[src/rtl/itrx_spim_apb_fsm.sv]
// SPI master frame engine for the SPI-to-APB slave bridge.
// Ports: req_* request handshake, rsp_* response, cs_n/sclk_en/mosi/miso serial.
module itrx_spim_apb_fsm #(
  parameter int ADDR_BITS_N = 3,
  parameter int DATA_BITS_M = 8,
  parameter int CPHA_MODE   = 1,
  parameter int TURN_CLKS   = 8,
  parameter int GAP_CLKS    = 2
) (
  input  logic                   sclk,
  input  logic                   rst_n,
  input  logic                   req_valid,
  output logic                   req_ready,
  input  logic                   req_write,
  input  logic [ADDR_BITS_N-1:0] req_addr,
  input  logic [DATA_BITS_M-1:0] req_wdata,
  output logic                   rsp_valid,
  output logic [DATA_BITS_M-1:0] rsp_rdata,
  output logic                   cs_n,
  output logic                   sclk_en,
  output logic                   mosi,
  input  logic                   miso
);

  localparam int N  = ADDR_BITS_N;
  localparam int M  = DATA_BITS_M;
  localparam int MX1 = (N > M) ? N : M;
  localparam int MX2 = (MX1 > TURN_CLKS) ? MX1 : TURN_CLKS;
  localparam int MX  = (MX2 > GAP_CLKS) ? MX2 : GAP_CLKS;
  localparam int CW  = $clog2(MX + 1);

  localparam logic [CW-1:0] ADDR_LD = CW'(N - 1);
  localparam logic [CW-1:0] DATA_LD = CW'(M - 1);
  localparam logic [CW-1:0] TURN_LD = CW'(TURN_CLKS - 1);
  // The IDLE cycle closes the gap, so GAP itself lasts GAP_CLKS-1.
  localparam logic [CW-1:0] GAP_LD  =
    CW'((GAP_CLKS > 1) ? GAP_CLKS - 2 : 0);

  typedef enum logic [3:0] {
    S_IDLE  = 4'd0,
    S_LEAD  = 4'd1,
    S_RW    = 4'd2,
    S_ADDR  = 4'd3,
    S_WDATA = 4'd4,
    S_TURN  = 4'd5,
    S_RDATA = 4'd6,
    S_DONE  = 4'd7,
    S_GAP   = 4'd8
  } state_e;

  state_e         state_q, state_d;
  logic [CW-1:0]  cnt_q, cnt_d;
  logic           tx_write_q, tx_write_d;
  logic [N-1:0]   addr_sr_q, addr_sr_d;
  logic [M-1:0]   wdata_sr_q, wdata_sr_d;
  logic           req_ready_q, req_ready_d;
  logic           rsp_valid_q, rsp_valid_d;
  logic [M-1:0]   rsp_rdata_q, rsp_rdata_d;
  logic           cs_n_q, cs_n_d;
  logic           sclk_en_q, sclk_en_d;
  logic           mosi_q, mosi_d;
  logic           rx_en_q, rx_en_d;
  logic [M-1:0]   rx_sr_q;
  logic           last;

  assign last = (cnt_q == '0);

  always_comb begin
    state_d     = state_q;
    cnt_d       = cnt_q;
    tx_write_d  = tx_write_q;
    addr_sr_d   = addr_sr_q;
    wdata_sr_d  = wdata_sr_q;
    rsp_rdata_d = rsp_rdata_q;

    case (state_q)
      S_IDLE: begin
        cnt_d = '0;
        if (req_valid && req_ready_q) begin
          tx_write_d = req_write;
          addr_sr_d  = req_addr;
          wdata_sr_d = req_wdata;
          state_d    = (CPHA_MODE != 0) ? S_LEAD : S_RW;
        end
      end
      S_LEAD: begin
        state_d = S_RW;
      end
      S_RW: begin
        state_d = S_ADDR;
        cnt_d   = ADDR_LD;
      end
      S_ADDR: begin
        if (last) begin
          state_d = tx_write_q ? S_WDATA : S_TURN;
          cnt_d   = tx_write_q ? DATA_LD : TURN_LD;
        end else begin
          cnt_d     = cnt_q - CW'(1);
          addr_sr_d = addr_sr_q << 1;
        end
      end
      S_WDATA: begin
        if (last) begin
          state_d = S_TURN;
          cnt_d   = TURN_LD;
        end else begin
          cnt_d      = cnt_q - CW'(1);
          wdata_sr_d = wdata_sr_q << 1;
        end
      end
      S_TURN: begin
        if (last) begin
          state_d = tx_write_q ? S_DONE : S_RDATA;
          cnt_d   = tx_write_q ? '0 : DATA_LD;
        end else begin
          cnt_d = cnt_q - CW'(1);
        end
      end
      S_RDATA: begin
        if (last) begin
          state_d = S_DONE;
        end else begin
          cnt_d = cnt_q - CW'(1);
        end
      end
      S_DONE: begin
        state_d = (GAP_CLKS > 1) ? S_GAP : S_IDLE;
        cnt_d   = GAP_LD;
      end
      S_GAP: begin
        if (last) begin
          state_d = S_IDLE;
        end else begin
          cnt_d = cnt_q - CW'(1);
        end
      end
      default: begin
        state_d = S_IDLE;
        cnt_d   = '0;
      end
    endcase

    // Outputs are registered against the state being entered.
    cs_n_d      = (state_d == S_IDLE) ||
                  (state_d == S_DONE) ||
                  (state_d == S_GAP);
    sclk_en_d   = ~cs_n_d;
    req_ready_d = (state_d == S_IDLE);
    rsp_valid_d = (state_d == S_DONE);
    rx_en_d     = (state_d == S_RDATA);

    mosi_d = 1'b0;
    case (state_d)
      S_RW:    mosi_d = tx_write_d;
      S_ADDR:  mosi_d = addr_sr_d[N-1];
      S_WDATA: mosi_d = wdata_sr_d[M-1];
      default: mosi_d = 1'b0;
    endcase

    if (state_d == S_DONE) begin
      rsp_rdata_d = tx_write_q ? '0 : rx_sr_q;
    end
  end

  always_ff @(posedge sclk or negedge rst_n) begin
    if (!rst_n) begin
      state_q     <= S_IDLE;
      cnt_q       <= '0;
      tx_write_q  <= 1'b0;
      addr_sr_q   <= '0;
      wdata_sr_q  <= '0;
      req_ready_q <= 1'b1;
      rsp_valid_q <= 1'b0;
      rsp_rdata_q <= '0;
      cs_n_q      <= 1'b1;
      sclk_en_q   <= 1'b0;
      mosi_q      <= 1'b0;
      rx_en_q     <= 1'b0;
    end else begin
      state_q     <= state_d;
      cnt_q       <= cnt_d;
      tx_write_q  <= tx_write_d;
      addr_sr_q   <= addr_sr_d;
      wdata_sr_q  <= wdata_sr_d;
      req_ready_q <= req_ready_d;
      rsp_valid_q <= rsp_valid_d;
      rsp_rdata_q <= rsp_rdata_d;
      cs_n_q      <= cs_n_d;
      sclk_en_q   <= sclk_en_d;
      mosi_q      <= mosi_d;
      rx_en_q     <= rx_en_d;
    end
  end

  // Slave launches on posedge, so sample mid-cycle.
  always_ff @(negedge sclk or negedge rst_n) begin
    if (!rst_n) begin
      rx_sr_q <= '0;
    end else if (rx_en_q) begin
      rx_sr_q <= {rx_sr_q[M-2:0], miso};
    end
  end

  assign req_ready = req_ready_q;
  assign rsp_valid = rsp_valid_q;
  assign rsp_rdata = rsp_rdata_q;
  assign cs_n      = cs_n_q;
  assign sclk_en   = sclk_en_q;
  assign mosi      = mosi_q;

endmodule

[config.mk]
export PLATFORM = sky130hd
export DESIGN_NAME = itrx_spim_apb_fsm
export DESIGN_NICKNAME = d
export VERILOG_FILES = /design/src/rtl/itrx_spim_apb_fsm.sv
export SDC_FILE = /design/constraint.sdc
export NUM_CORES = 1
export LEC_CHECK = 0
export CAP_MARGIN = 40
export CORE_AREA = 8 8 73 75
export CTS_CLUSTER_SIZE = 16
export DETAILED_ROUTE_END_ITERATION = 12
export DIE_AREA = 0 0 81 83
export PLACE_DENSITY = 0.76
export RECOVER_POWER = 100
export SYNTH_ARGS = -nofsm -noshare
export SYNTH_HDL_FRONTEND = slang
export SYNTH_SLANG_ARGS = --single-unit
[constraint.sdc]
create_clock -name sclk -period 2.7 [get_ports sclk]
set_clock_uncertainty 0.05 [all_clocks]
set_input_delay 0.54 -clock sclk [delete_from_list [all_inputs] [get_ports sclk]]
set_output_delay 0.54 -clock sclk [all_outputs]
set_load 0.05 [all_outputs]
==> impl_metrics.py, run 1 <==
metrics = {
    "power": {
        "total_power_mw": 2.80,
        "pwr-share-comb_pct": 48.9,
        "p_int_mw": 1.62,
        "switching_power_mw": 1.18,
        "powerDensity_mw_per_mm2": 1090,
        "ir_drop_mv": 0.541,
        "switching_share_pct": 42.1,
        "power_frac_seq_pct": 37.0,
        "p_leak_nw": 1.21,
        "clkPwrFrac_pct": 14.1,
    },
    "sta": {
        "rsz0062_at_grt": "false",
        "setup_slack_ps": 238,
        "finalMaxSlewViolations": 0,
        "hold_violations": 0,
        "setup_viol": 0,
        "worstMarginPinSlew_ps": 1040,
        "setup_tns_ps": 0,
        "max-slew-margin-rel_pct": 30.3,
        "timing.hold.ws_ps": 319,
    },
    "worst_setup_path": {
        "critPathLaunchType": "register",
        "reg2reg_from": "rx_en_q",
        "critPathMaxFanout": 8,
        "cp_slowest_cell": "dfrtp_1",
        "arrival_ps": 1200,
        "worst-setup-path-type": "register to register",
        "critPathTopFamily": "flip-flops",
        "critPathMaxStageDelay_ps": 540,
        "cp.required_ps": 1440,
        "crit_buf_inv": 0,
        "end_kind": "register",
        "path_cells": "mux2_2",
        "crit_start": "rx_en_q",
    },
    "synth": {
        "synth_ff_type": "dfrtp_1",
        "ys_top_cells_by_area": "dfrtp_1, dfrtn_1, mux2_4, mux2_2, a222oi_1",
        "syn_area_mm2": 0.00216,
        "synth.yosys.seq_area_share_pct": 48.9,
        "synth_edf_count": 0,
        "avgSynthCellArea_um2": 10.9,
        "yosys.cell_types.count": 56,
        "synth_nets": 214,
        "ys_async_sr_fraction_pct": 100,
        "ys_seq_elements": 42,
        "ys_warn_count": 0,
        "synth_top_area_cell": "dfrtp_1",
        "syn_inst": 197,
        "synth_top_area_share_pct": 37.1,
    },
    "die": {
        "rows": 24,
        "fp.dieH_um": 83,
        "initial_core_util_pct": 51.3,
        "die_area_mm2": 0.00672,
        "io_pins": 29,
        "fp.dieW_um": 81,
        "coreArea_mm2": 0.00420,
    },
    "clock_tree": {
        "htree_num_levels": 2,
        "cts_tree": "done",
        "clock_path_buffers": 2,
        "clock-sinks": 42,
        "clkTransAtPathRegs_ps": 80,
        "clock_latency_ps": 290,
        "cts_buffers": 5,
        "cts_root_buf": "clkbuf_8",
    },
    "detailed_routing": {
        "vias_per_cell": 5.85,
        "totalWireLength_um": 4630,
        "wl_per_cell_um": 16.1,
        "drc": 0,
        "vias": 1679,
        "firstDrtPassIters": 5,
        "first_iter_violations": 210,
        "drtAntennaViolNets": 0,
    },
    "global_routing": {
        "antenna_found_initial": 0,
        "grt_max_degree": 21,
        "grt_pass1_wl_um": 8000,
        "grt_overflow": 0,
        "track_usage_pct": 14.8,
        "first_global_vias": 1599,
    },
    "outcome": {
        "run_status": "finished clean",
    },
    "cells_and_area": {
        "fin_util_pct": 61.3,
        "fin_cells": 287,
        "finalInstanceArea_mm2": 0.00258,
        "nNetsFinal": 251,
        "drive_gt1_share_pct": 13.6,
        "nFillCells": 361,
        "antennaDiodeCount": 0,
        "syn2layout_area_growth_pct": 19.5,
    },
    "flow_run": {
        "maxCapViolCount": 0,
    },
    "place": {
        "placed_cell_area_mm2": 0.00255,
        "portBuffers": 28,
        "place.gp.congestion": 0.861,
        "hpwl_um": 3420,
        "dp_cells": 279,
        "pre_cts_ws_ps": -53.2,
    },
    "hold_path": {
        "worstHoldPathType": "primary input to asynchronous set/reset pin",
    },
}
[final timing paths]
| path | to | slack, ps | cells past startpoint |
|---|---|---|---|
| hold / removal | rsp_rdata[4] | 320 | 1 |
| setup reg to reg | rx_sr_q[0] | 240 | 1 |
| min in group sclk | rx_sr_q[7] | 400 | 1 |
| max in group asynchronous | rx_sr_q[2] | 430 | 1 |
| setup / recovery | rx_sr_q[0] | 240 | 1 |
| hold reg to reg | rx_sr_q[7] | 400 | 1 |
[cell usage after synthesis (3+ instances only)]
cell type,number
inv_1,15
nand2b_1,3
dfrtn_1,8
nor2_1,11
clkbuf_1,7
nor3_1,8
nand2_1,9
a222oi_1,7
a21oi_1,6
nor2b_1,10
mux2_4,8
o21ai_0,6
mux2_2,9
dfrtp_1,32
[placed cells by master (no fill, tap or decap), drive strengths merged, types with 2 or more instances in the layout]
cell type      instances
o21ai                  8
a22o                   2
a211o                  3
clkbuf                12
and3                   2
nand2                  9
nor3b                  3
a2bb2oi                2
clkdlybuf4s50         14
buf                   10
a21oi                  6
dfrtn                  8
a221o                  2
or3                    2
dfrtp                 32
nor2b                 10
nor3                   8
o32a                   2
dfstp                  2
nand2b                 3
dlygate4sd3           13
a222oi                 7
mux2                  17
or3b                   2
inv                   16
xnor2                  2
a2111oi                2
nor2                  12
a311o                  2
[state kept, by name, indices dropped and copies added, names as in the netlist]
signal      count
sclk_en         1
state_q         4
wdata_sr_q      8
req_ready       1
tx_write_q      1
rsp_valid       1
rx_en_q         1
cnt_q           4
rsp_rdata       8
cs_n            1
mosi            1
addr_sr_q       3
rx_sr_q         8
[layout make-up]
cell class	instances	area, µm²	share of cell area (%)
sequential	42	1050	40.9
inverter	17	63.8	2.48
timing repair buffer	42	377	14.6
tap	52	65.1	2.53
clock buffer	7	76.3	2.96
multi-input combinational	126	933	36.2
clock inverter	1	7.51	0.291
[routing by layer]
| layer | routed length, µm | up-vias | GRT usage, % | share of wire [%] |
|---|---|---|---|---|
| li1 | - | 793 | - | - |
| met2 | 2220 | 58 | 21.4 | 48 |
| met1 | 2140 | 824 | 21.6 | 46 |
| met4 | 25 | 0 | 3.58 | 0.54 |
| met3 | 241 | 4 | 3.23 | 5.2 |
| met5 | 0 | - | 0 | 0 |
[power groups by stage]
stage / clock network [mW] / logic [mW] / registers, mW
floorplan: 0 / 0.922 / 1.13
global placement: 0 / 1.41 / 1.04
detailed placement: 0 / 1.44 / 1.05
CTS: 0.405 / 1.45 / 1.04
global route: 0.433 / 1.50 / 1.07
finish: 0.394 / 1.37 / 1.04
[repair_timing]
| action | in CTS | in global routing |
|---|---|---|
| endpoints found under the setup margin | 0 | 1 |
| hold endpoints to repair | 0 | 0 |
| resized for setup | 0 | 1 |
| hold buffers | 0 | 0 |
| setup buffers | 0 | 0 |
[cell families after synthesis]
kind of cell               share of synthesized area [%]
DFF                                                 48.9
buffers and inverters                               5.86
muxes                                               10.3
and+or+nand+nor                                     16.1
adders and majority gates                          0.580
xor gates and xnor gates                           0.813
AOI/OAI and AO/OA                                   17.5
No activity file was read; power rests on OpenSTA's default activity.
==> run 2, diff against run 1 <==
- CORE_AREA: 8 8 73 75 -> 5 5 70 72
- DIE_AREA: 0 0 81 83 -> 0 0 75 77
==> impl_metrics.py, run 2 (synthesis gave the netlist of run 1 again) <==
metrics = {
    "worst_setup_path": {
        "reg2reg_depth": 8,
        "arrival_ps": 2680,
        "end_kind": "register",
        "cp_slowest_cell": "nor3b_2",
        "path_cells": "inv_1 -> ha_1 -> nor3b_2 -> a311oi_1 -> a211o_2 -> nand2b_1 -> buf_4 -> mux2_4",
        "crit_buf_inv": 2,
        "reg2reg_from": "cnt_q[1]",
        "worst-setup-path-type": "register to register",
        "regToRegSetupSlack_ps": 150,
        "crit_start": "cnt_q[1]",
        "endpoint": "rsp_rdata[7]",
        "cp_num_cells": 8,
        "critPathTopFamily": "simple AND/OR/NAND/NOR gates",
        "critPathMaxStageDelay_ps": 530,
        "critPathMaxFanout": 9,
        "cp.required_ps": 2830,
        "critPathLaunchType": "register",
        "reg2reg_to": "rsp_rdata[7]",
    },
    "sta": {
        "setup_tns_ps": 0,
        "setup_viol": 0,
        "timing.final.crit_share_pct": 94.5,
        "rsz0062_at_grt": "false",
        "timing.hold.ws_ps": 337,
        "finalMaxSlewViolations": 0,
        "max_freq_mhz": 392,
        "worstMarginPinSlew_ps": 1270,
        "hold_violations": 0,
        "max-slew-margin-rel_pct": 15.3,
        "fin_crit_ps": 2550,
    },
    "detailed_routing": {
        "vias": 1670,
        "drtAntennaViolNets": 0,
        "drc": 0,
        "first_iter_violations": 168,
        "firstDrtPassIters": 4,
        "totalWireLength_um": 4590,
        "vias_per_cell": 5.90,
        "wl_per_cell_um": 16.2,
    },
    "global_routing": {
        "antenna_found_initial": 0,
        "grt_pass1_wl_um": 7820,
        "first_global_vias": 1636,
        "grt_max_degree": 25,
        "grt_overflow": 0,
        "track_usage_pct": 17.2,
    },
    "power": {
        "switching_share_pct": 42.0,
        "power_frac_seq_pct": 37.7,
        "clkPwrFrac_pct": 15.4,
        "switching_power_mw": 1.19,
        "pwr-share-comb_pct": 46.9,
        "ir_drop_mv": 0.514,
        "powerDensity_mw_per_mm2": 1100,
        "p_int_mw": 1.64,
        "p_leak_nw": 1.22,
    },
    "clock_tree": {
        "cts_resized": 0,
        "htree_num_levels": 2,
        "hold_buffers": 0,
        "clock_latency_ps": 300,
        "cts_tree": "done",
        "cts_root_buf": "clkbuf_8",
        "cts_buffers": 5,
        "clkTransAtPathRegs_ps": 80,
        "clock-sinks": 42,
        "post_cts_buffers": 0,
        "clock_path_buffers": 2,
    },
    "cells_and_area": {
        "antennaDiodeCount": 0,
        "nNetsFinal": 247,
        "drive_gt1_share_pct": 17.3,
        "syn2layout_area_growth_pct": 19.6,
        "mostFrequentLayoutCells": "dfrtp_1, inv_1, clkdlybuf4s50_1",
        "nFillCells": 359,
        "final_common_cell": "dfrtp_1",
        "multi_input_area_um2": 960,
        "seq_area_mm2": 0.00105,
    },
    "die": {
        "coreArea_mm2": 0.00423,
        "fp.dieH_um": 77,
        "die_area_mm2": 0.00578,
        "io_pins": 29,
        "rows": 24,
        "fp.dieW_um": 75,
        "initial_core_util_pct": 50.9,
    },
    "place": {
        "place.gp.congestion": 0.852,
        "portBuffers": 28,
        "hpwl_um": 3200,
    },
    "flow_run": {
        "maxCapViolCount": 0,
    },
    "outcome": {
        "run_status": "finished clean",
    },
    "hold_path": {
        "worstHoldPathType": "primary input to asynchronous set/reset pin",
    },
}
## run 2: changes by cell type in the layout (fill, tap and decap cells not counted), sizes merged
cell,previous run,this run
inv,16,17
buf,10,8
clkbuf,12,10
clkinvlp,1,0
## run 2: how the worst min path moves through the flow
stage / slack (ps) / to / start
after floorplan: 190 / addr_sr_q[0] / rst_n
after global placement: 390 / rx_sr_q[7] / rx_sr_q[7]
after detailed placement: 410 / rx_sr_q[7] / rx_sr_q[7]
after CTS: 120 / rsp_rdata[1] / rst_n
after global routing: 420 / rsp_rdata[1] / rst_n
final: 340 / rsp_rdata[1] / rst_n
## run 2: area by class of cell
cell class | instances | area share (%)
Timing Repair Buffer | 38 | 13.2
Tap cell | 52 | 2.52
Multi-Input combinational cell | 126 | 37.2
Inverter | 17 | 2.47
Clock inverter | 1 | 0.340
Clock buffer | 7 | 3.35
Sequential cell | 42 | 40.9
## run 2: power groups by stage
stage / Sequential [mW] / Combinational (mW) / Clock, mW
after floorplan: 1.13 / 0.922 / 0
after global placement: 1.07 / 1.34 / 0
after detailed placement: 1.07 / 1.38 / 0
after CTS: 1.07 / 1.38 / 0.442
after global routing: 1.10 / 1.47 / 0.468
final: 1.07 / 1.33 / 0.436
## run 2: stage by stage
stage | cell area, µm² | utilization (%) | std cells | power, mW | setup slack, ps
after floorplan | 2160 | - | 197 | 2.05 | 206
after global placement | 2510 | 59.2 | 275 | 2.41 | -43.9
after detailed placement | 2510 | 59.2 | 275 | 2.45 | -58.0
after CTS | 2600 | 61.5 | 283 | 2.89 | 183
after global routing | 2580 | 60.9 | 283 | 3.03 | 2.96
final | 2580 | 60.9 | 283 | 2.83 | 149
## run 2: per-layer routing
| metal | GRT usage [%] | wire, µm | vias to the layer above |
|---|---|---|---|
| met2 | 25.9 | 2090 | 59 |
| met4 | 4.63 | 35 | 0 |
| met3 | 3.53 | 291 | 4 |
| met1 | 25.1 | 2180 | 819 |
| met5 | 0 | 0 | - |
| li1 | - | - | 788 |
